[src/rtl/nibbler_pkg.sv]
// Shared definitions for the Nibbler fetch/phase sequencer:
// opcode and phase encodings, control-word bit positions.
package nibbler_pkg;

  typedef enum logic [3:0] {
    JC   = 4'h0,
    JNC  = 4'h1,
    CMPI = 4'h2,
    CMPM = 4'h3,
    LIT  = 4'h4,
    IN   = 4'h5,
    LD   = 4'h6,
    ST   = 4'h7,
    JZ   = 4'h8,
    JNZ  = 4'h9,
    ADDI = 4'hA,
    ADDM = 4'hB,
    JMP  = 4'hC,
    OUT  = 4'hD,
    NORI = 4'hE,
    NORM = 4'hF
  } op_e;

  typedef enum logic {
    FETCH = 1'b0,
    EXEC  = 1'b1
  } phase_e;

  localparam int CTRL_LOADPC_BIT  = 14;
  localparam int CTRL_LOADFLG_BIT = 4;

  // Opcodes followed by an operand/address byte.
  function automatic logic is_two_byte(input op_e op);
    unique case (op)
      JC, JNC, CMPM, LD, ST,
      JZ, JNZ, ADDM, JMP, NORM: is_two_byte = 1'b1;
      default:                  is_two_byte = 1'b0;
    endcase
  endfunction

endpackage

[src/rtl/nibbler_pc.sv]
// Program counter: load has priority over increment,
// increment wraps modulo 2^PC_W.
module nibbler_pc
  import nibbler_pkg::*;
#(
  parameter int PC_W = 12
) (
  input  logic            clk,
  input  logic            rst_n,
  input  logic            inc,
  input  logic            load,
  input  logic [PC_W-1:0] load_val,
  output logic [PC_W-1:0] pc
);

  always_ff @(posedge clk) begin
    if (!rst_n) begin
      pc <= '0;
    end else if (load) begin
      pc <= load_val;
    end else if (inc) begin
      pc <= pc + 1'b1;
    end
  end

endmodule

[src/rtl/nibbler_fetch_seq.sv]
// Fetch/phase sequencer feeding the control ROM: owns PC,
// phase, IR and the active-low carry/zero flags.
module nibbler_fetch_seq
  import nibbler_pkg::*;
#(
  parameter int PC_W        = 12,
  parameter int INSTR_W     = 8,
  parameter int CTRL_W      = 16,
  parameter int LOADPC_BIT  = CTRL_LOADPC_BIT,
  parameter int LOADFLG_BIT = CTRL_LOADFLG_BIT
) (
  input  logic               clk,
  input  logic               rst_n,
  input  logic               step_en,
  input  logic [INSTR_W-1:0] prog_data,
  input  logic [CTRL_W-1:0]  ctrl_word,
  input  logic               alu_c,
  input  logic               alu_z,
  output logic [PC_W-1:0]    prog_addr,
  output logic [6:0]         ctrl_addr,
  output logic [3:0]         operand,
  output logic [PC_W-1:0]    mem_addr,
  output logic               phase
);

  phase_e             phase_q;
  phase_e             phase_nxt;
  logic [INSTR_W-1:0] ir;
  logic               c_n;
  logic               z_n;
  logic [PC_W-1:0]    pc;
  logic               fetch;
  logic               exec;
  logic               pc_inc;
  logic               pc_load;
  op_e                op;

  assign op    = op_e'(ir[7:4]);
  assign fetch = step_en && (phase_q == FETCH);
  assign exec  = step_en && (phase_q == EXEC);

  always_comb begin
    pc_load = 1'b0;
    pc_inc  = 1'b0;
    unique case (1'b1)
      fetch: pc_inc = 1'b1;
      exec: begin
        pc_load = !ctrl_word[LOADPC_BIT];
        pc_inc  = ctrl_word[LOADPC_BIT]
                  && is_two_byte(op);
      end
      default: ;
    endcase
  end

  always_comb begin
    phase_nxt = phase_q;
    unique case (1'b1)
      fetch:   phase_nxt = EXEC;
      exec:    phase_nxt = FETCH;
      default: ;
    endcase
  end

  always_ff @(posedge clk) begin
    if (!rst_n) begin
      phase_q <= FETCH;
    end else begin
      phase_q <= phase_nxt;
    end
  end

  always_ff @(posedge clk) begin
    if (!rst_n) begin
      ir <= '0;
    end else if (fetch) begin
      ir <= prog_data;
    end
  end

  // Flags written here are seen by the next instruction's EXEC.
  always_ff @(posedge clk) begin
    if (!rst_n) begin
      c_n <= 1'b1;
      z_n <= 1'b1;
    end else if (exec && !ctrl_word[LOADFLG_BIT]) begin
      c_n <= ~alu_c;
      z_n <= ~alu_z;
    end
  end

  nibbler_pc #(
    .PC_W(PC_W)
  ) u_pc (
    .clk     (clk),
    .rst_n   (rst_n),
    .inc     (pc_inc),
    .load    (pc_load),
    .load_val(mem_addr),
    .pc      (pc)
  );

  assign prog_addr = pc;
  assign operand   = ir[3:0];
  assign mem_addr  = {ir[3:0], prog_data};
  assign phase     = phase_q;
  assign ctrl_addr = {ir[7:4], c_n, z_n, phase_q};

endmodule

[config.mk]
export PLATFORM = sky130hd
export DESIGN_NAME = nibbler_fetch_seq
export DESIGN_NICKNAME = d
export VERILOG_FILES = /design/src/rtl/nibbler_pkg.sv /design/src/rtl/nibbler_pc.sv /design/src/rtl/nibbler_fetch_seq.sv
export SDC_FILE = /design/constraint.sdc
export NUM_CORES = 1
export LEC_CHECK = 0
export ABC_CLOCK_PERIOD_IN_PS = 1500
export BUFFER_PORTS_ARGS = -buffer_cell sky130_fd_sc_hd__buf_4
export CAP_MARGIN = 30
export CORE_UTILIZATION = 41
export DETAILED_ROUTE_END_ITERATION = 8
export GPL_TIMING_DRIVEN = 0
export MAX_ROUTING_LAYER = met4
export PLACE_DENSITY_LB_ADDON = 0.3
export SLEW_MARGIN = 40
export SYNTH_ARGS = -nofsm -noshare
export SYNTH_HDL_FRONTEND = slang
export SYNTH_SLANG_ARGS = --single-unit
[constraint.sdc]
create_clock -name clk -period 1.5 [get_ports clk]
set_input_delay 0.3 -clock clk [delete_from_list [all_inputs] [get_ports clk]]
set_output_delay 0.3 -clock clk [all_outputs]
set_load 0.1 [all_outputs]
# After elaboration in Yosys (flattened, before gate mapping)
# Memory sizes are Yosys's and may differ from the RTL's. A register that Yosys moved wholly into a read port is not among the register bits.
# Index checks and enable logic that the tools add are counted.
# op_classes
n_reduce_logical	8
mux	8
bitwise	3
add_sub_neg	1
# ops
op	count
two-way mux 12 bit	2
adder 12 x 1 -> 12 bit, second input constant	1
two-way mux 4 bit	2
logical AND 1 bit	4
one-hot mux 1 bit (2 select lines)	2
nonzero test 2 bit	2
inverter 1 bit	3
logical NOT 1 bit	2
two-way mux 1 bit	2
# word_totals
out_inout_bits	36
mem_count	1
ff_bits	23
romBits	16
# mem_list
memory	depth	width	read_ports	rd_ports_with_merged_regs	write_ports	line_no	rtl
(name not given)	16	1	1	1	0	nibbler_pkg.sv:34	unique case (op)

# Depth between registers and ports, before layout
# Gate-level depths: netlist (run 1).
# depth
word_depth	6
mapped_depth	8
mapped_depth_nobuf	7

# Hierarchy
# From an unflattened synthesis (run 1), not the netlist that was laid out.
# hier_totals
cells_unflattened	153
hier_area_um2	1328.8
# by_module_without_submodules
module	cells_each	area_each_um2	seq_area_each_um2	instances
nibbler_pc	79	674.4	240.2	1
nibbler_fetch_seq	74	654.4	240.2	1

# Worst setup path before layout (run 1)
# Ideal clock, no wire load.
# synth_path
path_type	register to register
startpoint	register u_pc.pc[0]
endpoint	register u_pc.pc[10]
stages_incl_launch_ff	7
setup_ns	0.075
path_buffers	1
arrival_time_ns	2.266
period_less_slack_ns	2.342
path_slack_ns	-0.842
path_cell_list	dfxtp_1 ha_1 and4_1 buf_4 nand3_1 or4_1 a31oi_1
# synth_via
elab_chain_len	3
# synth_rtl
item	line_no	rtl
from (decl)	nibbler_pc.sv:13	output logic [PC_W-1:0] pc
from (signal assigned)	nibbler_pc.sv:20	pc <= load_val;
from (signal assigned)	nibbler_pc.sv:22	pc <= pc + 1'b1;
adder 12 x 1 -> 12 bit	nibbler_pc.sv:22	
two-way mux 12 bit	nibbler_pc.sv:21	end else if (inc) begin
two-way mux 12 bit	nibbler_pc.sv:19	end else if (load) begin
# Every way passes these cells. The select of a mux whose other input is x is not followed.
# A chain may end at the register's enable or synchronous reset.

==> results of run 1 <==
-- stage by stage --
| step | total power [mW] | hold slack, ns | worst slack (ns) | setup TNS, ns |
|---|---|---|---|---|
| final | 1.678 | 0.1718 | -0.09055 | -0.2534 |
| after detailed placement | 1.322 | 0.4692 | -0.2609 | -0.4275 |
| after floorplan | 1.182 | 0.4285 | -0.2584 | -0.6647 |
| after global placement | 1.313 | 0.4623 | -0.2532 | -0.3848 |
| after CTS | 1.654 | 0.1747 | -0.09095 | -0.1648 |
| after global routing | 1.735 | 0.1775 | -0.1619 | -0.6182 |
-- per-layer routing --
metal	routed length (um)	global-route usage, %	share of wire [%]	vias to the layer above
li1	-	-	-	717
met3	293	4.585	7.3	6
met2	2084	38.20	52	76
met4	47	5.442	1.2	0
met1	1614	27.79	40	703
met5	0	-	0	-
-- area by class of cell --
cell class | instances | area share [%]
plain buffers | 23 | 8.617
inverters | 2 | 0.3517
repair buffers | 70 | 27.02
well taps | 44 | 2.579
flip-flops and latches | 24 | 24.74
multi-input cells | 111 | 35.46
clock inverters | 1 | 0.1758
clock buffers | 3 | 1.055
-- worst max-delay path: cells and delay by family (launching register included) --
| kind | cells | cell delay [ns] |
|---|---|---|
| AND/OR/NAND/NOR | 3 | 0.33 |
| multiplexers | 1 | 0.30 |
| adder cells (fa/ha/maj) | 1 | 0.24 |
| AO/OA/AOI/OAI | 1 | 0.15 |
| buffers and inverters | 1 | 0.14 |
| flip-flops | 1 | 0.37 |
-- cells in the final DEF, fill, tap and decap left out, drive strengths merged, types with 4 or more instances in the layout --
master	count
a21o	5
a21oi	15
a31oi	7
and2	4
buf	90
clkbuf	6
dfxtp	24
nand2	20
nand3	7
nand3b	4
nor2	10
o21ai	6
-- sequential cells by signal, indices dropped and copies added (netlist names), named ones only --
signal   count
u_pc.pc     12
ir           8
c_n          1
phase        1
z_n          1
-- worst paths after layout --
check | end | slack, ns | cells after the start
worst min-delay path | z_n$_SDFFE_PN1P_ | 0.17 | 2
worst max-delay path | flop | -0.09 | 7
worst max register to register | flop | -0.09 | 7
worst min register to register | ir[3]$_SDFFE_PN0P_ | 0.49 | 2
-- cell usage after synthesis --
master,n,area [um2]
a31oi_1,7,43.79
dfxtp_1,24,480.5
clkinv_1,1,3.750
inv_1,1,3.750
o211ai_1,3,22.52
nand4b_1,1,8.760
a41oi_1,1,8.760
nor2b_1,1,6.260
a22oi_1,3,22.52
or4_1,2,15.01
and4_4,1,11.26
clkbuf_1,1,3.750
buf_4,16,120.1
a21oi_1,15,75.07
and3b_1,1,8.760
o21ai_2,1,8.760
mux2_2,1,11.26
and2_0,1,6.260
and2_1,3,18.77
mux2i_1,3,30.03
and4_1,1,8.760
o221a_2,3,33.78
nand2_1,20,75.07
buf_2,4,20.02
or3_1,3,18.77
buf_6,3,33.78
nand2b_1,3,18.77
and4_2,1,10.01
ha_1,2,25.02
a21o_1,5,37.54
o21ai_0,5,25.02
or4b_1,1,10.01
nand3b_1,4,30.03
nor2_1,10,37.54
nand3_1,7,35.03
nand4_1,1,6.260
o21a_1,1,7.510
-- what timing repair did --
item	4_1_cts	5_1_grt
pin swaps	3	14
buffers inserted	15	5
resized for setup	3	21
gates cloned	0	1
endpoints found under the setup margin	2	14
-- report_power, final --
part	switching [mW]	total, mW	internal, mW
clock	0.206	0.304	0.0978
combinational	0.474	0.687	0.213
sequential	0.0287	0.688	0.659
-- cells by family after synthesis --
group	after synthesis	share of synthesized area, %
buf+inv	26	13.79
flops	24	35.79
fa+ha+maj	2	1.864
simple gates	61	24.23
compound gates	44	21.25
mux	4	3.076
==> flow_summary_export.csv, run 1 <==
group,metric,value,unit
worst_setup_path,arrival,1.86,ns
sta,slew_viol_final,0,
place,routabilityCongestion,0.8762,
drt,viasPerCell,5.403,
status,violations,"setup timing",
yosys,synth-seq-cells,24,
yosys,yosys.cell_types.count,37,
finish,fin_cells,278,
finish,nNetsFinal,266,
worst_setup_path,cp.required,1.77,ns
place,place.port_buffers,49,
place,placed_cell_area,1868,um2
die,die_w,59.23,um
finish,n_antenna_cell,0,
finish,fillCellCount,251,
clock_network,clockRootBuffer,"clkbuf_4",
clock_network,cts_hold_buf,0,
worst_setup_path,rr_startpoint,"phase$_SDFFE_PN0P_",
global_route,grt_max_degree,14,
power_and_ir_drop,powerDensity,786.3,nW/um2
die,design.core.area,3078,um2
sta,finalSetupViolCount,5,
yosys,syn-instance-count,161,
run,cap_viol_max_count,0,
global_route,grt.total_usage,22.74,%
clock_network,cts.reportedPaths.clkPinSlew,0.13,ns
sta,max_slew_margin,63.12,%
global_route,antenna_found_initial,0,
drt,wl_per_cell,14.53,um
die,die_h,59.23,um
worst_setup_path,path_cells,"nor2b_1 > buf_4 > mux2_4 > and2_4 > ha_4 > nand3b_1 > a31oi_1",
sta,fin_crit,1.591,ns
status,status,"complete, but fails checks",
yosys,syn-cell-area,1343,um2
yosys,synth_nets,192,
worst_setup_path,cp-end-kind,"flop",
place,dp.cells,254,
drt,drt_wl_total,4040,um
sta,fin_ws,-0.09055,ns
sta,worstMarginPinSlew,0.5532,ns
drt,drt_iter0_markers,64,
worst_setup_path,cp_slowest_cell,"dfxtp_4",
yosys,postSynthAreaPerCell,8.339,um2
die,die_area,3508,um2
sta,period_share,106.0,%
drt,ant_nets,0,
worst_setup_path,cp_max_fo,3,
clock_network,clkLatencyLatePin,0.33,ns
drt,drc,0,
hold_path,hold_start,"alu_z",
sta,fmax,628.7,MHz
die,start_util,43.62,%
finish,syn_to_final_growth,58.99,%
global_route,grt_pass1_vias,1312,
worst_setup_path,worstSetupStartpointType,"flop",
clock_network,cts_tree,"built",
die,num_rows,20,
finish,design_area,2135,um2
worst_setup_path,crit_type,"reg -> reg",
finish,drive_gt1_share,56.84,%
finish,multiInputGateArea,757.0,um2
power_and_ir_drop,ir_drop,666.1,uV
place,hpwl,2606,um
drt,routed-via-count,1502,
power_and_ir_drop,p_leak,0.9084,nW
finish,seqCellArea,528.0,um2
hold_path,worstHoldPathType,"in -> reg",
clock_network,htree_num_levels,1,
yosys,ys_warn_count,0,
worst_setup_path,cp-startpoint,"phase$_SDFFE_PN0P_",
sta,rsz0062_at_grt,"yes",
clock_network,clockBufferDepth,2,
sta,hold_viol_final,0,
global_route,overflow,0,
finish,finish.utilization,69.35,%
die,num_io_pins,65,
clock_network,cts_buffers,3,
clock_network,cts_sinks,24,
worst_setup_path,max_stage_delay,0.37,ns
global_route,grt_pass1_wl,5851,um
drt,firstDrtPassIters,4,
sta,fin_skew,0.002995,ns
yosys,yosysSeqAreaShare,35.79,%
Note: power is estimated with default switching activity, not from simulation.
==> run 2: changes to the inputs <==
SKIP_CTS_REPAIR_TIMING = 1   (was unset)
==> run 2 against run 1 <==
Via count decreased by 4.1%. Design area decreased by 5.7%. Largest cell class is now multi-input combinational cells. Wire length fell by 7.5%. Setup slack worse by 0.0091 ns. The flow still finishes with violations (setup timing). Flip-flop and latch count stayed put. Sequential power about the same. First-iteration DRC count grew 34%. Maximum frequency decreased by 0.57%.
==> flow_summary_export.csv, run 2 (same netlist as run 1, synthesis figures left out) <==
group,metric,value,unit
worst_setup_path,cp-end-kind,"flop",
worst_setup_path,r2r_slack,-0.1,ns
die,die_h,59.23,um
sta,fin_crit,1.600,ns
finish,most-common-layout-cells,"buf_4, nand2_1, a21oi_1, nor2_1, dfxtp_4",
hold_path,hold_path_depth,2,
sta,hold_viol_final,0,
die,die_area,3508,um2
place,place.port_buffers,49,
finish,nNetsFinal,257,
power_and_ir_drop,netSwitchingFraction,42.44,%
global_route,gr-usage-met3,4.803,%
drt,drc,0,
power_and_ir_drop,finalPower,1.648,mW
place,routabilityCongestion,0.8762,
finish,layout_commonest_cell,"buf_4",
place,placed_cell_area,1868,um2
global_route,grt.total_usage,21.60,%
global_route,grt_max_degree,14,
clock_network,clockRootBuffer,"clkbuf_4",
sta,fin_skew,0.008798,ns
place,dp.cells,254,
sta,fmax,625.2,MHz
worst_setup_path,crit_type,"reg -> reg",
global_route,busiest_layer,"met2",
sta,hold_ws,0.1767,ns
finish,n_antenna_cell,0,
die,design.core.area,3078,um2
clock_network,cts_tree,"built",
finish,fin_cells,269,
finish,reg.largest.list,"u_pc.pc x12, ir x8",
sta,slew_viol_final,0,
finish,drive_gt1_share,53.33,%
drt,routed-via-count,1440,
die,start_util,43.62,%
clock_network,cts.reportedPaths.clkPinSlew,0.13,ns
power_and_ir_drop,p_switching,0.6995,mW
sta,rsz0062_at_grt,"yes",
drt,wl_per_cell,13.90,um
clock_network,htree_num_levels,1,
clock_network,cts_buffers,3,
die,die_w,59.23,um
power_and_ir_drop,powerDensity,818.6,nW/um2
status,violations,"setup timing",
power_and_ir_drop,ir_drop,661.0,uV
global_route,antenna_found_initial,0,
drt,drt_iter0_markers,86,
clock_network,clkLatencyLatePin,0.33,ns
finish,design_area,2013,um2
power_and_ir_drop,combPwrFrac,39.6,%
clock_network,clockBufferDepth,2,
power_and_ir_drop,p_clk_share,18.5,%
hold_path,worstHoldPathType,"in -> reg",
power_and_ir_drop,p_leak,0.8544,nW
hold_path,whs_endpoint,"z_n$_SDFFE_PN1P_",
global_route,grt_pass1_vias,1262,
finish,multiInputGateArea,743.2,um2
drt,drt_wl_total,3738,um
worst_setup_path,cp_max_fo,6,
die,num_rows,20,
worst_setup_path,rr_startpoint,"phase$_SDFFE_PN0P_",
global_route,gr-usage-met1,26.31,%
sta,worstMarginPinSlew,0.4915,ns
sta,fin_ws,-0.09961,ns
drt,viasPerCell,5.353,
finish,largest_reg_flops,12,
drt,ant_nets,0,
worst_setup_path,worstSetupStartpointType,"flop",
run,cap_viol_max_count,0,
global_route,grt_pass1_wl,5582,um
global_route,met2_usage,35.79,%
worst_setup_path,reg2regPathDepth,7,
finish,syn_to_final_growth,49.95,%
sta,fin_setup_tns,-0.1777,ns
finish,seqCellArea,528.0,um2
sta,period_share,106.6,%
clock_network,cts_sinks,24,
worst_setup_path,cp.required,1.76,ns
finish,regMostFlops,"u_pc.pc",
finish,fillCellCount,256,
place,hpwl,2606,um
power_and_ir_drop,p_seq_share,42.0,%
worst_setup_path,arrival,1.86,ns
power_and_ir_drop,internal_power,0.9485,mW
global_route,overflow,0,
sta,finalSetupViolCount,3,
drt,firstDrtPassIters,4,
die,num_io_pins,65,
sta,max_slew_margin,67.24,%
status,status,"complete, but fails checks",
hold_path,hold_start,"alu_z",
==> run 2: layout make-up <==
| cell class | instances | share of cell area (%) |
|---|---|---|
| Multi-Input combinational cell | 111 | 36.92 |
| Tap cell | 44 | 2.735 |
| Clock inverter | 1 | 0.1865 |
| Timing Repair Buffer | 61 | 23.37 |
| Inverter | 2 | 0.3729 |
| Buffer | 23 | 9.074 |
| Clock buffer | 3 | 1.119 |
| Sequential cell | 24 | 26.23 |
==> run 2: per-layer routing <==
metal	wire (um)	vias up
met3	203	4
met5	0	-
li1	-	699
met4	27	0
met2	1907	53
met1	1599	684
==> run 2: through the flow <==
| step | setup slack, ns | util (%) |
|---|---|---|
| 2_1_floorplan | -0.2584 | - |
| 3_3_place_gp | -0.2532 | 60.69 |
| 3_5_place_dp | -0.2609 | 60.69 |
| 4_1_cts | -0.2064 | 61.54 |
| 5_1_grt | -0.1761 | 65.41 |
| 6_report | -0.09961 | 65.41 |
==> run 2: worst max-delay path by stage <==
stage,from,to,depth (start not counted)
after floorplan,phase$_SDFFE_PN0P_,flop,7
after global placement,step_en,flop,8
after detailed placement,step_en,flop,8
after CTS,phase$_SDFFE_PN0P_,flop,7
after global routing,phase$_SDFFE_PN0P_,flop,7
final,phase$_SDFFE_PN0P_,flop,7
==> run 2: critical path, stage by stage, from the launching register on <==
cell      delay, ns
dfxtp_4        0.39
nor2b_2        0.12
buf_6          0.12
mux2_4         0.31
and2_4         0.15
ha_4           0.24
nand3b_1       0.07
a31oi_1        0.15
==> run 2: power by group through the flow <==
stage	Combinational, mW	Clock [mW]	Sequential [mW]
after floorplan	0.303	0	0.879
after global placement	0.608	0	0.705
after detailed placement	0.616	0	0.707
after CTS	0.616	0.303	0.693
after global routing	0.680	0.327	0.696
final	0.652	0.305	0.691
==> run 3: changes to the inputs <==
CORE_ASPECT_RATIO = 1.75   (was unset)
==> run 3 against run 2 <==
Die area rose by 0.25%. Sequential power barely moved. Clock power rose by 69%. The run still ends with setup timing left. Setup slack worse by 0.030 ns.
==> flow_summary_export.csv, run 3 (same netlist as run 1, synthesis figures left out) <==
group,metric,value,unit
sta,fin_skew,0.005504,ns
power_and_ir_drop,combPwrFrac,34.6,%
worst_setup_path,cp-startpoint,"phase$_SDFFE_PN0P_",
finish,drive_gt1_share,54.71,%
sta,finalSetupViolCount,8,
power_and_ir_drop,p_clk_share,28.0,%
sta,fin_ws,-0.1299,ns
worst_setup_path,crit_type,"reg -> reg",
die,die_h,77.70,um
sta,worstMarginPinSlew,0.5424,ns
run,cap_viol_max_count,0,
worst_setup_path,r2r_slack,-0.13,ns
worst_setup_path,path_cells,"nor2b_1 > buf_4 > mux2_4 > and2_4 > ha_4 > nand3b_1 > a31oi_1",
clock_network,cts_tree,"built",
worst_setup_path,worstSetupStartpointType,"flop",
worst_setup_path,cp-end-kind,"flop",
clock_network,clkLatencyLatePin,0.28,ns
global_route,antenna_found_initial,0,
finish,seqCellArea,528.0,um2
finish,n_antenna_cell,0,
sta,fmax,613.5,MHz
power_and_ir_drop,internal_power,1.131,mW
drt,firstDrtPassIters,4,
place,place.port_buffers,49,
hold_path,whs_endpoint,"z_n$_SDFFE_PN1P_",
die,start_util,42.73,%
sta,hold_viol_final,0,
die,die_area,3516,um2
power_and_ir_drop,ir_drop,766.1,uV
power_and_ir_drop,p_switching,0.7140,mW
global_route,grt_max_degree,15,
clock_network,htree_num_levels,1,
place,hpwl,2795,um
finish,fin_cells,266,
sta,slew_viol_final,0,
drt,drc,0,
drt,routed-via-count,1428,
status,status,"complete, but fails checks",
clock_network,cts_sinks,24,
drt,wl_per_cell,14.06,um
finish,design_area,2028,um2
global_route,grt.total_usage,22.14,%
power_and_ir_drop,p_leak,0.8625,nW
worst_setup_path,crit_buf_inv,1,
hold_path,hold_path_depth,2,
worst_setup_path,reg2regPathDepth,7,
power_and_ir_drop,powerDensity,909.4,nW/um2
clock_network,cts_buffers,3,
finish,most-common-layout-cells,"buf_4, nand2_1, a21oi_1, dfxtp_4, nor2_1",
finish,largest_reg_flops,12,
sta,max_slew_margin,63.84,%
sta,rsz0062_at_grt,"yes",
drt,drt_wl_total,3739,um
place,dp.cells,253,
finish,layout_commonest_cell,"buf_4",
drt,drt_iter0_markers,45,
worst_setup_path,rr_startpoint,"phase$_SDFFE_PN0P_",
finish,syn_to_final_growth,51.07,%
die,design.core.area,3142,um2
worst_setup_path,cp_slowest_cell,"dfxtp_4",
worst_setup_path,arrival,1.83,ns
sta,fin_crit,1.630,ns
worst_setup_path,cp_max_fo,5,
clock_network,clockRootBuffer,"clkbuf_8",
finish,regMostFlops,"u_pc.pc",
hold_path,hold_start,"alu_z",
finish,reg.largest.list,"u_pc.pc x12, ir x8",
hold_path,worstHoldPathType,"in -> reg",
power_and_ir_drop,p_seq_share,37.4,%
die,num_io_pins,65,
drt,viasPerCell,5.368,
global_route,grt_pass1_vias,1331,
finish,multiInputGateArea,744.5,um2
finish,fillCellCount,283,
global_route,overflow,0,
worst_setup_path,crit_family,"flip-flops",
power_and_ir_drop,finalPower,1.844,mW
status,violations,"setup timing",
place,placed_cell_area,1867,um2
global_route,grt_pass1_wl,5761,um
power_and_ir_drop,netSwitchingFraction,38.71,%
clock_network,cts.reportedPaths.clkPinSlew,0.09,ns
die,num_rows,27,
drt,ant_nets,0,
worst_setup_path,cp.required,1.70,ns
sta,period_share,108.7,%
place,routabilityCongestion,0.8735,
die,die_w,45.26,um
finish,nNetsFinal,255,
clock_network,clockBufferDepth,2,
worst_setup_path,max_stage_delay,0.35,ns
run 3: cell types whose count changed in the layout (fill, tap and decap cells not counted), moves of 3 or more:
cell,before,now
clkbuf_4,3,0
buf_6,9,5
buf_4,71,75
clkbuf_8,0,3
run 3: cell type report:
cell class	instances	area share [%]
inverter	2	0.3701
timing repair buffer	58	21.47
clock buffer	4	3.270
tap	43	2.653
buffer	24	9.500
sequential	24	26.03
multi-input combinational	111	36.71
run 3: worst max-delay path by stage:
stage | to | slack (ns) | cells past startpoint
6_report | flop | -0.13 | 7
5_1_grt | flop | -0.23 | 7
4_1_cts | flop | -0.25 | 7
3_5_place_dp | flop | -0.32 | 8
3_3_place_gp | flop | -0.29 | 8
2_1_floorplan | flop | -0.26 | 7
run 3: power groups by stage:
stage	clock (mW)	sequential [mW]	combinational [mW]
5_1_grt	0.535	0.694	0.664
2_1_floorplan	0	0.879	0.303
6_report	0.516	0.690	0.639
4_1_cts	0.521	0.692	0.616
3_3_place_gp	0	0.705	0.608
3_5_place_dp	0	0.707	0.616
run 3: through the flow:
stage	setup TNS, ns	setup WS, ns	hold WS [ns]	util [%]
4_1_cts	-0.3290	-0.2538	0.2305	61.53
2_1_floorplan	-0.6647	-0.2584	0.4285	-
3_5_place_dp	-0.5026	-0.3179	0.4766	59.42
5_1_grt	-0.9540	-0.2264	0.2303	64.56
6_report	-0.4380	-0.1299	0.2284	64.56
3_3_place_gp	-0.4057	-0.2867	0.4654	59.42
run 3: routing by layer:
metal / share of wire (%) / global-route usage, %
met5: 0 / -
met4: 2.8 / 10.30
met3: 3.7 / 1.395
met2: 56 / 38.26
met1: 38 / 24.64
run 3: worst register-to-register path, stage by stage (launching register included):
cell,delay (ns)
dfxtp_4,0.35
nor2b_1,0.10
buf_4,0.15
mux2_4,0.31
and2_4,0.15
ha_4,0.25
nand3b_1,0.07
a31oi_1,0.18
